## config.mk

```make
export PLATFORM = sky130hd
export DESIGN_NAME = micro_apb_master
export DESIGN_NICKNAME = d
export VERILOG_FILES = /design/src/rtl/micro_apb_pkg.sv /design/src/rtl/micro_apb_timeout.sv /design/src/rtl/micro_apb_master.sv
export SDC_FILE = /design/constraint.sdc
export NUM_CORES = 1
export LEC_CHECK = 0
export ABC_AREA = 0
export CAP_MARGIN = 20
export CORE_ASPECT_RATIO = 1.5
export CORE_MARGIN = 2
export CORE_UTILIZATION = 33
export DETAILED_ROUTE_END_ITERATION = 12
export PLACE_DENSITY = 0.72
export SLEW_MARGIN = 0
export SYNTH_ARGS = -nofsm -noshare
export SYNTH_HDL_FRONTEND = slang
export SYNTH_HIERARCHICAL = 1
export SYNTH_SLANG_ARGS = --single-unit
```

## constraint.sdc

```tcl
create_clock -name clk -period 1.44 [get_ports clk]
set_input_delay 0.432 -clock clk [delete_from_list [all_inputs] [get_ports clk]]
set_output_delay 0.432 -clock clk [all_outputs]
set_load 0.005 [all_outputs]
```

## src/rtl/micro_apb_pkg.sv

```systemverilog
// Shared types and widths for the micro APB master.
package micro_apb_pkg;

    localparam int unsigned DATA_W   = 32;
    localparam int unsigned TO_CNT_W = 16;

    typedef enum logic [1:0] {
        ST_IDLE   = 2'd0,
        ST_SETUP  = 2'd1,
        ST_ACCESS = 2'd2,
        ST_RESP   = 2'd3
    } apb_state_e;

    typedef struct packed {
        logic              err;
        logic [DATA_W-1:0] rdata;
    } apb_rsp_t;

endpackage

```

## src/rtl/micro_apb_timeout.sv

```systemverilog
// ACCESS wait-state counter: cleared in SETUP, counts stalled ACCESS cycles,
// flags the cycle in which the stall limit is reached (used with MICRO_APB_TIMEOUT_EN).
import micro_apb_pkg::*;

module micro_apb_timeout #(
    parameter int unsigned LIMIT = 255
) (
    input  logic clk,
    input  logic reset_n,
    input  logic clear_i,
    input  logic inc_i,
    output logic expired_c
);

    logic [TO_CNT_W-1:0] cnt_q, cnt_d;

    always_comb begin
        cnt_d = cnt_q;
        if (clear_i) begin
            cnt_d = '0;
        end else if (inc_i) begin
            cnt_d = cnt_q + TO_CNT_W'(1);
        end
    end

    always_ff @(posedge clk or negedge reset_n) begin
        if (!reset_n) begin
            cnt_q <= '0;
        end else begin
            cnt_q <= cnt_d;
        end
    end

    // Fires on the LIMIT-th stalled cycle; a ready slave never counts.
    assign expired_c = inc_i && (cnt_q == TO_CNT_W'(LIMIT - 1));

endmodule

```

## src/rtl/micro_apb_master.sv

```systemverilog
// Single-outstanding APB master bridging a valid/ready request/response port.
// Optional ACCESS timeout enabled by defining MICRO_APB_TIMEOUT_EN.
import micro_apb_pkg::*;

module micro_apb_master #(
    parameter int unsigned ADDR_W         = 12,
    parameter int unsigned TIMEOUT_CYCLES = 255
) (
    input  logic              clk,
    input  logic              reset_n,
    input  logic              req_valid,
    output logic              req_ready,
    input  logic              req_write,
    input  logic [ADDR_W-1:0] req_addr,
    input  logic [DATA_W-1:0] req_wdata,
    output logic              rsp_valid,
    input  logic              rsp_ready,
    output logic [DATA_W-1:0] rsp_rdata,
    output logic              rsp_err,
    output logic              apb_psel,
    output logic              apb_penable,
    output logic              apb_pwrite,
    output logic [ADDR_W-1:0] apb_paddr,
    output logic [DATA_W-1:0] apb_pwdata,
    input  logic [DATA_W-1:0] apb_prdata,
    input  logic              apb_pready,
    input  logic              apb_pslverr
);

    if (TIMEOUT_CYCLES < 1 || TIMEOUT_CYCLES > 65535) begin : g_bad_timeout
        $error("micro_apb_master: TIMEOUT_CYCLES must be 1..65535");
    end

    apb_state_e        state_q, state_d;
    logic              req_ready_q, req_ready_d;
    logic              psel_q, psel_d;
    logic              penable_q, penable_d;
    logic              pwrite_q, pwrite_d;
    logic              rsp_valid_q, rsp_valid_d;
    logic [ADDR_W-1:0] paddr_q, paddr_d;
    logic [DATA_W-1:0] pwdata_q, pwdata_d;
    apb_rsp_t          rsp_q, rsp_d;
    logic              timeout_c;

`ifdef MICRO_APB_TIMEOUT_EN
    micro_apb_timeout #(
        .LIMIT(TIMEOUT_CYCLES)
    ) u_timeout (
        .clk      (clk),
        .reset_n  (reset_n),
        .clear_i  (state_q == ST_SETUP),
        .inc_i    ((state_q == ST_ACCESS) && !apb_pready),
        .expired_c(timeout_c)
    );
`else
    assign timeout_c = 1'b0;
`endif

    // Next state plus next values of every registered output.
    always_comb begin
        state_d  = state_q;
        pwrite_d = pwrite_q;
        paddr_d  = paddr_q;
        pwdata_d = pwdata_q;
        rsp_d    = rsp_q;

        case (state_q)
            ST_IDLE: begin
                if (req_valid) begin
                    state_d  = ST_SETUP;
                    pwrite_d = req_write;
                    paddr_d  = req_addr;
                    pwdata_d = req_wdata;
                end
            end
            ST_SETUP: begin
                state_d = ST_ACCESS;
            end
            ST_ACCESS: begin
                if (apb_pready) begin
                    state_d    = ST_RESP;
                    rsp_d.err  = apb_pslverr;
                    rsp_d.rdata = (pwrite_q || apb_pslverr) ? '0 : apb_prdata;
                end else if (timeout_c) begin
                    state_d     = ST_RESP;
                    rsp_d.err   = 1'b1;
                    rsp_d.rdata = '0;
                end
            end
            ST_RESP: begin
                if (rsp_ready) begin
                    state_d = ST_IDLE;
                end
            end
            default: begin
                state_d = ST_IDLE;
            end
        endcase

        // Outputs are registered copies of the decoded next state.
        req_ready_d = (state_d == ST_IDLE);
        psel_d      = (state_d == ST_SETUP) || (state_d == ST_ACCESS);
        penable_d   = (state_d == ST_ACCESS);
        rsp_valid_d = (state_d == ST_RESP);
    end

    always_ff @(posedge clk or negedge reset_n) begin
        if (!reset_n) begin
            state_q     <= ST_IDLE;
            req_ready_q <= 1'b1;
            psel_q      <= 1'b0;
            penable_q   <= 1'b0;
            pwrite_q    <= 1'b0;
            rsp_valid_q <= 1'b0;
            paddr_q     <= '0;
            pwdata_q    <= '0;
            rsp_q       <= '0;
        end else begin
            state_q     <= state_d;
            req_ready_q <= req_ready_d;
            psel_q      <= psel_d;
            penable_q   <= penable_d;
            pwrite_q    <= pwrite_d;
            rsp_valid_q <= rsp_valid_d;
            paddr_q     <= paddr_d;
            pwdata_q    <= pwdata_d;
            rsp_q       <= rsp_d;
        end
    end

    assign req_ready   = req_ready_q;
    assign rsp_valid   = rsp_valid_q;
    assign rsp_rdata   = rsp_q.rdata;
    assign rsp_err     = rsp_q.err;
    assign apb_psel    = psel_q;
    assign apb_penable = penable_q;
    assign apb_pwrite  = pwrite_q;
    assign apb_paddr   = paddr_q;
    assign apb_pwdata  = pwdata_q;

endmodule

```

==> metrics.md <==
| Metric | Value |
|---|---|
| Status | finished with violations |
| Failing checks | negative setup slack |
| Crit-path cells | clkdlybuf4s50_1, and3b_2, buf_12, clkbuf_16, mux2_4 |
| Core ar. | roughly 0.011 mm² |
| YS warnings | 6 |
| Crit path launch | apb_pready |
| Root Driver | clkbuf_16 |
| Critical path fanouts, max | 6 |
| Via density | 4.553 |
| Register-to-Register Path Depth | 5 |
| Placed insts | 529 |
| Number of global-route vias before repair | ~2,800 |
| Clk slew on worst S/H paths | 0.07 ns |
| Chip width | about 89 µm |
| Setup TNS | -3.860 ns |
| Synth area leaders | dfrtp_1 (57%), mux2_2 (15%), mux2_4 (12%) |
| 1st-pass router iterations | 4 |
| Hold Path Stages | 1 |
| Synthesized flop and latch total | 84 |
| Largest net degree at the start of global routing | 34 |
| Crit end category | flop |
| Syn avg cell area | about 16 µm² |
| Slowest CP cell | clkdlybuf4s50_1 |
| Maximum vdd drop | 0.8944 mV |
| Drt wl/cell | 18.16 µm |
| Hold Crit Start | apb_pwdata[21] |
| Nets | 516 |
| Yosys top cell area share | 57.42% |
| GP Congestion | roughly 0.77 |
| CTS Buffer Depth | 2 |
| Die ar. | 0.01183 mm² |
| Slowest stage delay, CP | ~0.49 ns |
| Synth Net Count | around 310 |
| Ports | between 150 and 200 |
| Initial Util | 33.97% |
| Worst-Margin Slew | 0.3464 ns |
| Routed via count | 2,636 |
| GRT Util Overall | 17.05% |
| # DRC | 0 |
| Minimum clock period | 1.537 ns |
| Max-slew headroom at the worst pin | ~77% |
| Fillcell total | 841 |
| Setup violations, final | 70 |
| F_max | around 650 MHz |
| First-pass GRT wire length | 15.17 mm |
| Final hold vios | 0 |
| Row Count | between 40 and 50 |
| I/O Buffers | 164 |
| Setup crit start kind | input pin |
| Fraction of layout cells with a size suffix above 1 | between 30% and 40% |
| Initial antenna violation count | 0 |
| Cts bufs inserted | 9 |
| Final Cycle Share | 106.7% |
| DRT Wirelength | 10.52 mm |
| Antenna Nets Post-Route | 0 |
| WS Path Type | input pin to flop |
| Cell taking the most area after synthesis | dfrtp_1 |
| Die height | 132.2 µm |
| Pwr/cell area | 2052 mW/mm² |
| Residual overflow from global routing | 0 |
| # Max-Cap Violations | 0 |
| Final Max Slew Viols | 0 |
| Setup Skew | 0.006433 ns |
| Non-filler cells, final | 579 |
| Area Growth Syn to Fin | 77.00% |
| TritonCTS Sinks | 84 |
| Leakage | 2.927 nW |
| Post-DP HPWL | between 6 and 7 mm |
| Power, Total | 13.14 mW |
| Final hold slack | a little over 0.5 ns |
| Worst min path class | flop to flop |
| Antenna cells | 0 |
| CTS tree | done |
| Launching point of the worst reg2reg path | state_q[0] |
| Seq/Total Area, Yosys | 58.15% |
| Yosys cell types | 21 |
| Worst setup margin | -0.09694 ns |
| Cell Area, Synth | 0.003617 mm² |
| DRT iter0 DRCs | 91 |
| Skew-Pair Late Insertion Delay | ~0.33 ns |
| RSZ-0062 raised after global routing | yes |
| Critical path arrival | 1.76 ns |
| CP required | 1.66 ns |
| Fin util | 60.13% |
| Htree depth | 3 |
| Cells after Synth | 226 |
[placed cells by master (no fill, tap or decap), drive strengths merged, types with 2 or more instances in the layout]
| master | Yosys | layout |
|---|---|---|
| dlygate4sd2 | 0 | 30 |
| clkbuf | 7 | 15 |
| mux2 | 78 | 78 |
| nor3b | 33 | 33 |
| dfrtp | 83 | 83 |
| bufinv | 0 | 4 |
| clkdlybuf4s50 | 0 | 80 |
| ha | 3 | 3 |
| clkinvlp | 0 | 2 |
| o21a | 2 | 2 |
| buf | 12 | 44 |
| clkdlybuf4s15 | 0 | 52 |
[metal layers]
| layer | track usage, % | part of all wire, % | vias to the layer above |
|---|---|---|---|
| met5 | 0 | 0 | - |
| met4 | 6.302 | 2.8 | 0 |
| met3 | 5.009 | 5.2 | 20 |
| met2 | 29.84 | 54 | 91 |
| met1 | 19.04 | 38 | 1317 |
| li1 | - | - | 1208 |
[metrics by stage]
| stage | area (µm²) | worst slack (ns) |
|---|---|---|
| 2_1_floorplan | 3617 | 0.03307 |
| 3_3_place_gp | 5454 | -0.4505 |
| 3_5_place_dp | 5454 | -0.4815 |
| 4_1_cts | 5919 | -0.09260 |
| 5_1_grt | 6402 | -0.1352 |
| 6_report | 6402 | -0.09694 |
[synthesized netlist by cell type, drive strengths merged]
library cell,number
mux2i,1
mux2,78
o22a,1
dfrtp,83
nor3b,33
clkbuf,7
o21a,2
nand3,1
and3b,1
o21ai,1
buf,12
dfstp,1
ha,3
nand2,1
o22ai,1
[flip-flops by register name (all words and copies together), names as in the netlist]
signal       count
apb_penable      1
apb_psel         1
req_ready        1
apb_pwdata      32
state_q          2
rsp_rdata       32
rsp_valid        1
rsp_err          1
apb_paddr       12
apb_pwrite       1
[worst max-delay path: cells and delay by family]
kind,cells,cell delay (ns)
buf+inv,3,0.77
mux,1,0.29
simple gates,1,0.27
[power breakdown]
group / internal [mW] / total [mW] / leakage [nW] / switching, mW
sequential: 3.57 / 4.24 / 1.04 / 0.670
combinational: 4.09 / 6.05 / 1.71 / 1.96
clock: 1.92 / 2.84 / 0.175 / 0.927
[what timing repair did]
item	in CTS	in global routing
endpoints found under the hold margin	15	0
pin swaps	0	1
endpoints found under the setup margin	156	120
hold buffers	1	0
gates cloned	3	5
buffers inserted	7	20
gates resized for setup	112	91
[kinds of logic after synthesis]
logic type	count (synthesis)	synth area share, %
AND/OR/NAND/NOR	36	7.471
buffers and inverters	19	4.704
flip-flops	84	58.15
multiplexers	79	27.67
AO/OA/AOI/OAI	5	0.9684
adder cells (fa/ha/maj)	3	1.038
[path summary, 6_finish.rpt]
kind | end | slack, ns
min in group asynchronous | rsp_rdata[26] | 0.52
setup / recovery | rsp_rdata[28] | -0.1
max in group asynchronous | req_ready | 0.38
setup reg to reg | rsp_rdata[28] | -0.08
hold reg to reg | apb_pwdata[21] | 0.50
hold / removal | apb_pwdata[21] | 0.50
[cell type report]
type | count | area (µm²) | share of cell area, %
tap | 144 | 180.2 | 2.814
clock inverter | 6 | 135.1 | 2.111
clock buffer | 10 | 239.0 | 3.733
multi-input combinational | 123 | 1535 | 23.98
timing repair buffer | 212 | 2208 | 34.49
sequential | 84 | 2105 | 32.87
Power figures use the tool's default switching activity.
